$ cat src/rtl/cpu_pkg.sv
// Shared definitions for the processor control path.
//   opcode_t : 4-bit instruction opcodes held in IR[15:12]
//   state_t  : 4-bit controller state encodings (also shown on OutState)
//   ALU_*    : ALU operation select values driven on ALU_s0
package cpu_pkg;

  typedef enum logic [3:0] {
    OP_NOOP  = 4'h0,
    OP_STORE = 4'h1,
    OP_LOAD  = 4'h2,
    OP_ADD   = 4'h3,
    OP_SUB   = 4'h4,
    OP_HALT  = 4'h5
  } opcode_t;

  typedef enum logic [3:0] {
    S_INIT   = 4'd0,
    S_FETCH  = 4'd1,
    S_DECODE = 4'd2,
    S_NOOP   = 4'd3,
    S_LOADA  = 4'd4,
    S_LOADB  = 4'd5,
    S_STORE  = 4'd6,
    S_ADD    = 4'd7,
    S_SUB    = 4'd8,
    S_HALT   = 4'd9
  } state_t;

  localparam logic [2:0] ALU_PASS = 3'b000;
  localparam logic [2:0] ALU_ADD  = 3'b001;
  localparam logic [2:0] ALU_SUB  = 3'b010;

endpackage

$ cat src/rtl/cu_decode.sv
// Combinational output decode for the control unit (Moore outputs).
// Maps the current state and the instruction field split to the full
// datapath control bundle. Unused address outputs are driven to zero.
//   i_state  : current controller state
//   i_ir     : instruction register contents
//   o_*      : datapath controls, same meaning as the control_unit ports
module cu_decode
  import cpu_pkg::*;
#(
  parameter int AW = 8,
  parameter int RW = 4
) (
  input  state_t          i_state,
  input  logic [15:0]     i_ir,
  output logic            o_pc_clr,
  output logic            o_pc_up,
  output logic            o_im_rd,
  output logic            o_ir_ld,
  output logic [AW-1:0]   o_d_addr,
  output logic            o_d_wr,
  output logic            o_rf_s,
  output logic [RW-1:0]   o_rf_w_addr,
  output logic            o_rf_w_en,
  output logic [RW-1:0]   o_rf_ra_addr,
  output logic [RW-1:0]   o_rf_rb_addr,
  output logic [2:0]      o_alu_s0
);

  logic [AW-1:0] w_mem_addr;
  logic [RW-1:0] w_fld_hi;
  logic [RW-1:0] w_fld_mid;
  logic [RW-1:0] w_fld_lo;

  assign w_mem_addr = AW'(i_ir[11:4]);
  assign w_fld_hi   = RW'(i_ir[11:8]);
  assign w_fld_mid  = RW'(i_ir[7:4]);
  assign w_fld_lo   = RW'(i_ir[3:0]);

  always_comb begin
    o_pc_clr     = 1'b0;
    o_pc_up      = 1'b0;
    o_im_rd      = 1'b0;
    o_ir_ld      = 1'b0;
    o_d_addr     = '0;
    o_d_wr       = 1'b0;
    o_rf_s       = 1'b0;
    o_rf_w_addr  = '0;
    o_rf_w_en    = 1'b0;
    o_rf_ra_addr = '0;
    o_rf_rb_addr = '0;
    o_alu_s0     = ALU_PASS;
    unique case (i_state)
      S_INIT:  o_pc_clr = 1'b1;
      S_FETCH: begin
        o_im_rd = 1'b1;
        o_ir_ld = 1'b1;
        o_pc_up = 1'b1;
      end
      S_LOADA: begin
        o_d_addr = w_mem_addr;
        o_rf_s   = 1'b1;
      end
      // Address stays on the bus while the synchronous read data arrives.
      S_LOADB: begin
        o_d_addr    = w_mem_addr;
        o_rf_s      = 1'b1;
        o_rf_w_addr = w_fld_lo;
        o_rf_w_en   = 1'b1;
      end
      S_STORE: begin
        o_d_addr     = w_mem_addr;
        o_rf_ra_addr = w_fld_lo;
        o_d_wr       = 1'b1;
      end
      S_ADD, S_SUB: begin
        o_rf_ra_addr = w_fld_hi;
        o_rf_rb_addr = w_fld_mid;
        o_rf_w_addr  = w_fld_lo;
        o_rf_w_en    = 1'b1;
        o_alu_s0     = (i_state == S_ADD) ? ALU_ADD : ALU_SUB;
      end
      default: ;
    endcase
  end

endmodule

$ cat src/rtl/control_unit.sv
// Fetch/decode/execute sequencer for the processor datapath.
//   Clock, Reset (sync, active-high)     : clocking
//   IR                                   : current instruction
//   PC_clr, PC_up                        : program counter controls
//   IM_rd, IR_ld                         : instruction fetch controls
//   D_addr, D_wr                         : data memory controls
//   RF_s, RF_W_addr, RF_W_en,
//   RF_Ra_addr, RF_Rb_addr               : register file controls
//   ALU_s0                               : ALU operation select
//   OutState                             : encoded current state (debug)
module control_unit
  import cpu_pkg::*;
#(
  parameter int OPW = 4,
  parameter int AW  = 8,
  parameter int RW  = 4
) (
  input  logic            Clock,
  input  logic            Reset,
  input  logic [15:0]     IR,
  output logic            PC_clr,
  output logic            PC_up,
  output logic            IM_rd,
  output logic            IR_ld,
  output logic [AW-1:0]   D_addr,
  output logic            D_wr,
  output logic            RF_s,
  output logic [RW-1:0]   RF_W_addr,
  output logic            RF_W_en,
  output logic [RW-1:0]   RF_Ra_addr,
  output logic [RW-1:0]   RF_Rb_addr,
  output logic [2:0]      ALU_s0,
  output logic [3:0]      OutState
);

  state_t  r_state;
  state_t  w_next;
  opcode_t w_op;

  assign w_op = opcode_t'(IR[15 -: OPW]);

  always_comb begin
    w_next = r_state;
    unique case (r_state)
      S_INIT:   w_next = S_FETCH;
      S_FETCH:  w_next = S_DECODE;
      S_DECODE: begin
        case (w_op)
          OP_STORE: w_next = S_STORE;
          OP_LOAD:  w_next = S_LOADA;
          OP_ADD:   w_next = S_ADD;
          OP_SUB:   w_next = S_SUB;
          OP_HALT:  w_next = S_HALT;
          default:  w_next = S_NOOP;
        endcase
      end
      S_NOOP, S_STORE, S_ADD, S_SUB, S_LOADB: w_next = S_FETCH;
      S_LOADA:  w_next = S_LOADB;
      S_HALT:   w_next = S_HALT;
      default:  w_next = S_INIT;
    endcase
  end

  always_ff @(posedge Clock) begin
    if (Reset) r_state <= S_INIT;
    else       r_state <= w_next;
  end

  assign OutState = r_state;

  cu_decode #(
    .AW (AW),
    .RW (RW)
  ) u_decode (
    .i_state      (r_state),
    .i_ir         (IR),
    .o_pc_clr     (PC_clr),
    .o_pc_up      (PC_up),
    .o_im_rd      (IM_rd),
    .o_ir_ld      (IR_ld),
    .o_d_addr     (D_addr),
    .o_d_wr       (D_wr),
    .o_rf_s       (RF_s),
    .o_rf_w_addr  (RF_W_addr),
    .o_rf_w_en    (RF_W_en),
    .o_rf_ra_addr (RF_Ra_addr),
    .o_rf_rb_addr (RF_Rb_addr),
    .o_alu_s0     (ALU_s0)
  );

endmodule

$ cat config.mk
export PLATFORM = sky130hd
export DESIGN_NAME = control_unit
export DESIGN_NICKNAME = d
export VERILOG_FILES = /design/src/rtl/cpu_pkg.sv /design/src/rtl/cu_decode.sv /design/src/rtl/control_unit.sv
export SDC_FILE = /design/constraint.sdc
export NUM_CORES = 1
export LEC_CHECK = 0
export CAP_MARGIN = 15
export CORE_MARGIN = 5
export CORE_UTILIZATION = 33
export DETAILED_ROUTE_END_ITERATION = 6
export GPL_ROUTABILITY_DRIVEN = 0
export HOLD_SLACK_MARGIN = 0.15
export PLACE_DENSITY = 0.84
export SLEW_MARGIN = 15
export SYNTH_ARGS = -nofsm -noshare
export SYNTH_HDL_FRONTEND = slang
export SYNTH_HIERARCHICAL = 1
export SYNTH_SLANG_ARGS = --single-unit
$ cat constraint.sdc
create_clock -name Clock -period 2.7 [get_ports Clock]
set_clock_uncertainty 0.1 [all_clocks]
set_input_delay 0.405 -clock Clock [delete_from_list [all_inputs] [get_ports Clock]]
set_output_delay 0.405 -clock Clock [all_outputs]
set_load 0.1 [all_outputs]
# Word-level counts from Yosys, hierarchy flattened
# Index checks and enable logic that the tools add are counted.
word_totals:
  output_inout_bits: 34
  ff_bits: 4
op_classes:
  reduce_logical: 6
  mux: 13
  eq_ne: 14
ops:
  columns: ["cell", "n"]
  rows:
  - ["$pmux W4 S5", 2]
  - ["$eq A4 B3 Y1 const B", 6]
  - ["$eq A4 B2 Y1 const B", 4]
  - ["$eq A4 B1 Y1 const B", 2]
  - ["$eq A4 B4 Y1 const B", 2]
  - ["$mux W4", 2]
  - ["$mux W8", 1]
  - ["$pmux W4 S2", 1]
  - ["$reduce_or A3 Y1", 2]
  - ["$reduce_or A6 Y1", 1]
  - ["$mux W1", 5]
  - ["$logic_not A4 Y1", 1]
  - ["$reduce_or A2 Y1", 2]
  - ["$mux W3", 1]
  - ["$mux W2", 1]

# Logic depth before layout (Yosys ltp)
# Gate-level depths: netlist of the first run.
logic_depth:
  depth_word: 3
  ltp_mapped: 4

# Modules after synthesis
# The synthesis of the first run kept the hierarchy.
modules_own_cells:
  columns: ["mod", "seq_area_each_um2", "area_per_inst_um2", "cells_each", "instances"]
  rows:
  - ["cu_decode", 0.0, 339.1, 45, 1]
  - ["control_unit", 80.1, 256.5, 27, 1]

# Worst setup path after synthesis of the first run
# No wires, ideal clock.
synth_timing:
  kind: "register -> output"
  from: "reg r_state[0], in the netlist OutState[0]"
  to: "out IR_ld"
  t_required_ns: 2.195
  arrival_time_ns: 5.378
  path_stages_with_launch: 4
  n_path_buf: 2
  setup_slack_ns: -3.183
  path_cell_list: "dfxtp_1 -> buf_2 -> nor4b_1 -> buf_4"
synth_via:
  elab_chain_cells: 2
synth_rtl:
  columns: ["item", "line", "text"]
  rows:
  - ["from (decl)", "control_unit.sv:36", "state_t r_state;"]
  - ["from (signal assigned)", "control_unit.sv:66", "else r_state <= w_next;"]
  - ["$eq A4 B1 Y1", null, null]
  - ["$mux W1", null, null]
  - ["to (decl)", "control_unit.sv:24", "output logic IR_ld,"]
# No other way between the ends.

# Worst setup path after layout of the first run
layout_timing:
  from: "reg r_state[3], in the netlist OutState[3]"
  to: "out RF_Rb_addr[1]"
layout_via:
  elab_chain_cells: 3
  elab_cells_between_ends: 4
layout_rtl:
  columns: ["item", "line", "text"]
  rows:
  - ["$eq A4 B4 Y1 / $eq A4 B3 Y1 (equally long branches)", "cu_decode.sv:52", "unique case (i_state)"]
  - ["$reduce_or A2 Y1 *", "cu_decode.sv:52", null]
  - ["$mux W4 *", "cu_decode.sv:52", null]
  - ["to (decl)", "control_unit.sv:31", "output logic [RW-1:0] RF_Rb_addr,"]
# Every way passes the cells marked *; elsewhere a longest branch is shown, timed or not.

==> results of run 1 <==
-- per-stage QoR --
step / std cells / setup WS (ns) / hold WS (ns) / util [%]
5_1_grt: 145 / 0.0000471 / 0.525 / 90.4
2_1_floorplan: 72 / -0.149 / 0.365 / -
3_5_place_dp: 141 / 0.350 / 0.478 / 88.9
3_3_place_gp: 141 / 0.436 / 0.455 / 88.9
4_1_cts: 145 / 0.0859 / 0.495 / 90.4
6_report: 145 / 0.0981 / 0.494 / 90.4
-- layout by cell type, fill, tap and decap left out, types with 2 or more instances in the layout --
cell type and count:
a21boi_2 4, a21boi_4 4, buf_12 25, buf_4 10, clkbuf_4 3, clkdlybuf4s50_1 17, dfxtp_2 2, dfxtp_4 2
inv_1 2, mux2i_1 4, nand3b_1 2, nor3_1 2, nor3b_4 9, nor4b_1 2, o211ai_1 2, o21ai_0 2
o2bb2ai_2 4
-- path summary, 6_finish.rpt --
check	endpoint	cells after the start	from
worst min-delay path	OutState[2]	2	OutState[2]
worst max-delay path	RF_Rb_addr[1]	4	OutState[3]
worst min register to register	OutState[2]	2	OutState[2]
worst max register to register	OutState[0]	3	OutState[1]
-- synth_stat cells (2+ instances only) --
master | count | area, µm²
o211ai_1 | 2 | 15.0
clkbuf_1 | 2 | 7.51
nor3b_1 | 10 | 75.1
nor3_1 | 2 | 10.0
mux2i_1 | 4 | 40.0
nand3b_1 | 2 | 15.0
dfxtp_1 | 4 | 80.1
buf_4 | 4 | 30.0
nor4b_1 | 3 | 26.3
nor2_1 | 2 | 7.51
o2bb2ai_1 | 4 | 35.0
inv_1 | 2 | 7.51
o21ai_0 | 2 | 10.0
a21boi_1 | 7 | 52.6
-- per-layer routing --
layer	wire length (µm)	vias up	share of wire [%]
li1	-	365	-
met1	1070	377	39
met2	1480	39	54
met3	130	7	4.7
met4	74	0	2.7
met5	0	-	0
-- final cells by class --
class                           instances  share of cell area (%)
Multi-Input combinational cell         57                    41.7
Timing Repair Buffer                   52                    47.8
Clock buffer                            4                    1.68
Tap cell                               25                    2.00
Sequential cell                         4                    5.77
Inverter                                3                    1.04
-- logic make-up (layout without fill, tap and decap cells) --
family                 after synthesis  after routing  synth area share, %
AND/OR/NAND/NOR                     31             31                 38.9
multiplexers                         4              4                 6.72
AO/OA/AOI/OAI                       19             19                 25.6
XOR/XNOR                             2              2                 2.94
flip-flops                           4              4                 13.4
buffers and inverters               11             59                 11.8
other                                1              1                0.630
-- critical path, stage by stage (launching register included) --
cell      delay, ns
dfxtp_2        0.48
or4b_1         0.70
buf_4          0.28
a21boi_4       0.18
buf_12         0.19
-- power breakdown --
part	switching (µW)	internal (µW)	leakage, µW	total [µW]
clock	34.5	56.1	0.0000150	90.6
combinational	212	100	0.000520	312
sequential	29.3	65.3	0.0000349	94.6
==> out/qor.txt, run 1 <==
Initial Util -> 34.5%
startpoint class of the critical path -> flip-flop
first-pass GRT wire length -> 4280 µm
HPWL after DPL -> 2180 µm
CP required -> 2.19 ns
Max Cap Violations -> 0
die height -> 52.5 µm
Core Area -> 1730 µm²
post-cts resize count -> 0
area occupied by multi-input gates -> 652 µm²
main flop type after synthesis -> dfxtp_1
clk slew on worst S/H paths -> 0.05 ns
Worst-Margin Slew -> 0.891 ns
Final nets -> 139
pwr/cell area -> 319 nW/µm²
max FFs per register -> 4
Syn Nets -> 90
Pwr Total -> 498 µW
Hold Path Class -> flip-flop to flip-flop
unrepaired setup endpoints after global routing -> no
P_leak -> 0.000570 µW
Worst setup EP type -> output pin
H-Tree Depth -> 1
CP max FO -> 13
run status -> complete, no violations
Std-Cell Rows -> 15
largest net degree at the start of global routing -> 19
DR vias -> 788
Top Usage Layer GRT -> met2
Slew headroom -> 40.6%
endpoints failing hold -> 0
final WL -> 2760 µm
DP Area -> 1540 µm²
design area -> 1560 µm²
final setup vio count -> 0
CTS Hold Bufs -> 0
Final min period -> 2.60 ns
EDFF count, synth -> 0
Root Buffer -> clkbuf_4
Layout fillers -> 72
total congestion overflow -> 0
WP data arrival -> 2.10 ns
initial antenna violation count -> 0
R2R Setup Slk -> 1.37 ns
sequential-to-total area share from yosys stat -> 13.4%
layout cell share with drive strength beyond 1 -> 58.3%
setup TNS -> 0 ns
antenna fix cells -> 0
postcts setup bufs -> 0
total CTS buffers -> 3
CTS sink count -> 4
flops & latches, synth -> 4
CTS tree -> yes
Ports -> 52
met1 usage -> 24.9%
Residual DRC -> 0
WL per Instance -> 19.0 µm
yosys warns -> 6
asr flop ratio synth -> 0%
Period Utilization, post-route -> 96.4%
DRT iter0 DRCs -> 30
Die W -> 52.5 µm
routing usage on met2 -> 39.0%
synthesized area -> 596 µm²
crit path kind -> flip-flop to output pin
DRT antenna net count -> 0
Pre-antenna DRT Iters -> 4
syn avg cell area -> 8.27 µm²
number of global-route vias before repair -> 766
area grow syn2layout -> 162%
post-synth cell types -> 36
max-slew violation count -> 0
post-DR vias/cell -> 5.43
die area -> 2750 µm²
Achievable Freq -> 384 MHz
IO Port Bufs -> 50
VDD IR max -> 0.328 mV
GR Util All Layers -> 21.7%
clock latency on the worst-skew pair -> 0.25 ns
cells after synthesis -> 72
GR Util met3 -> 1.99%
Clock Path Buffers -> 2
storage element area -> 90.1 µm²
No activity file was read; power rests on OpenSTA's default activity.
==> inputs of run 2 (changes only) <==
--- a/config.mk
+++ b/config.mk
@@ -11,6 +11,7 @@
 export DETAILED_ROUTE_END_ITERATION = 6
 export GPL_ROUTABILITY_DRIVEN = 0
 export HOLD_SLACK_MARGIN = 0.15
+export MAX_ROUTING_LAYER = met4
 export PLACE_DENSITY = 0.84
 export SLEW_MARGIN = 15
 export SYNTH_ARGS = -nofsm -noshare
==> out/qor.txt, run 2 (synthesis results as in run 1) <==
CTS Hold Bufs -> 0 (unchanged)
area grow syn2layout -> 162% (unchanged)
Sw Ratio -> 55.5% (about the same)
non-filler cells, final -> 145 (unchanged)
R2R Setup Slk -> 1.36 ns (was 1.37 ns)
Worst-Margin Slew -> 0.891 ns (about the same)
Root Buffer -> clkbuf_4 (unchanged)
Final nets -> 139 (unchanged)
Fin Hold WS -> 0.495 ns (was 0.494 ns)
Worst setup EP type -> output pin (unchanged)
postcts setup bufs -> 0 (unchanged)
CTS sink count -> 4 (unchanged)
P_leak -> 0.000570 µW (unchanged)
Cell Int Power -> 222 µW (about the same)
CTS tree -> yes (unchanged)
endpoints failing hold -> 0 (unchanged)
WL per Instance -> 19.0 µm (about the same)
CP max FO -> 17 (was 13)
Achievable Freq -> 383 MHz (was 384 MHz)
WP data arrival -> 2.10 ns (about the same)
IO Port Bufs -> 50 (unchanged)
Pre-antenna DRT Iters -> 4 (unchanged)
total congestion overflow -> 0 (unchanged)
Ports -> 52 (unchanged)
clock latency on the worst-skew pair -> 0.25 ns (about the same)
DP Area -> 1540 µm² (unchanged)
die area -> 2750 µm² (unchanged)
storage element area -> 90.1 µm² (unchanged)
max-slew violation count -> 0 (unchanged)
Final min period -> 2.61 ns (was 2.60 ns)
first-pass GRT wire length -> 4260 µm (was 4280 µm)
part of the power in registers -> 19.1% (was 19.0%)
setup TNS -> 0 ns (unchanged)
Std-Cell Rows -> 15 (unchanged)
DR vias -> 781 (was 788)
Slew headroom -> 40.6% (about the same)
Die W -> 52.5 µm (unchanged)
Clk network pwr share -> 18.2% (about the same)
max FFs per register -> 4 (unchanged)
Clock Path Buffers -> 2 (unchanged)
number of global-route vias before repair -> 769 (was 766)
final setup vio count -> 0 (unchanged)
most common cell after layout, fill and taps aside -> buf_12 (unchanged)
pwr/cell area -> 319 nW/µm² (about the same)
post-cts resize count -> 0 (unchanged)
most frequent cells in the layout -> 25 x buf_12, 17 x clkdlybuf4s50_1, 10 x buf_4 (unchanged)
crit path kind -> flip-flop to output pin (unchanged)
die height -> 52.5 µm (unchanged)
placed cell count -> 141 (unchanged)
antenna fix cells -> 0 (unchanged)
DRT antenna net count -> 0 (unchanged)
Hold Path Class -> flip-flop to flip-flop (unchanged)
final WL -> 2760 µm (about the same)
DRT iter0 DRCs -> 28 (was 30)
GR Util All Layers -> 22.2% (was 21.7%)
clk slew on worst S/H paths -> 0.05 ns (about the same)
Residual DRC -> 0 (unchanged)
post-DR vias/cell -> 5.39 (was 5.43)
combinational share of power -> 62.7% (was 62.8%)
Pwr Total -> 497 µW (was 498 µW)
H-Tree Depth -> 1 (unchanged)
Period Utilization, post-route -> 96.6% (was 96.4%)
Initial Util -> 34.5% (unchanged)
layout cell share with drive strength beyond 1 -> 58.3% (unchanged)
HPWL after DPL -> 2180 µm (unchanged)
Layout fillers -> 72 (unchanged)
Core Area -> 1730 µm² (unchanged)
VDD IR max -> 0.328 mV (about the same)
switching power -> 276 µW (about the same)
unrepaired setup endpoints after global routing -> no (unchanged)
startpoint class of the critical path -> flip-flop (unchanged)
run status -> complete, no violations (unchanged)
Max Cap Violations -> 0 (unchanged)
area occupied by multi-input gates -> 652 µm² (unchanged)
largest net degree at the start of global routing -> 19 (unchanged)
design area -> 1560 µm² (unchanged)
initial antenna violation count -> 0 (unchanged)
total CTS buffers -> 3 (unchanged)
CP required -> 2.19 ns (about the same)
-- run 2: cell counts in the layout (fill, tap and decap cells not counted) --
Identical to the previous run, type by type.
-- run 2: power groups by stage --
| stage | clock network (µW) | logic [µW] | registers, µW |
|---|---|---|---|
| 6_report | 90.4 | 312 | 94.9 |
| 5_1_grt | 102 | 321 | 98.4 |
| 4_1_cts | 89.3 | 314 | 94.7 |
| 3_5_place_dp | 0 | 311 | 95.2 |
| 3_3_place_gp | 0 | 307 | 93.4 |
| 2_1_floorplan | 0 | 217 | 118 |
-- run 2: area by class of cell --
cell class              count  area share, %
well taps                  25           2.00
flip-flops and latches      4           5.77
clock buffers               4           1.68
inverters                   3           1.04
repair buffers             52           47.8
multi-input cells          57           41.7
-- run 2: path summary, 6_finish.rpt --
| path | depth (start not counted) | endpoint | from |
|---|---|---|---|
| min | 2 | OutState[2] | OutState[2] |
| max reg2reg | 3 | OutState[0] | OutState[1] |
| min reg2reg | 2 | OutState[2] | OutState[2] |
| max | 4 | RF_Rb_addr[1] | OutState[1] |
-- run 2: worst max-delay path, stage by stage, from the launching register on --
cell	delay, ns
dfxtp_2	0.42
or4b_1	0.77
buf_4	0.28
a21boi_4	0.18
buf_12	0.19
-- run 2: per-stage QoR --
| step | worst slack, ns | util [%] |
|---|---|---|
| floorplan | -0.149 | - |
| global placement | 0.436 | 88.9 |
| detailed placement | 0.350 | 88.9 |
| CTS | 0.0859 | 90.4 |
| global route | 0.0000471 | 90.4 |
| finish | 0.0920 | 90.4 |
-- run 2: per-layer routing --
| metal | track usage, % | share of wire [%] | routed length [µm] |
|---|---|---|---|
| met5 | - | 0 | 0 |
| met3 | 1.71 | 4.5 | 123 |
| met4 | 11.9 | 2.6 | 72 |
| met2 | 38.8 | 54 | 1490 |
| met1 | 24.7 | 39 | 1080 |
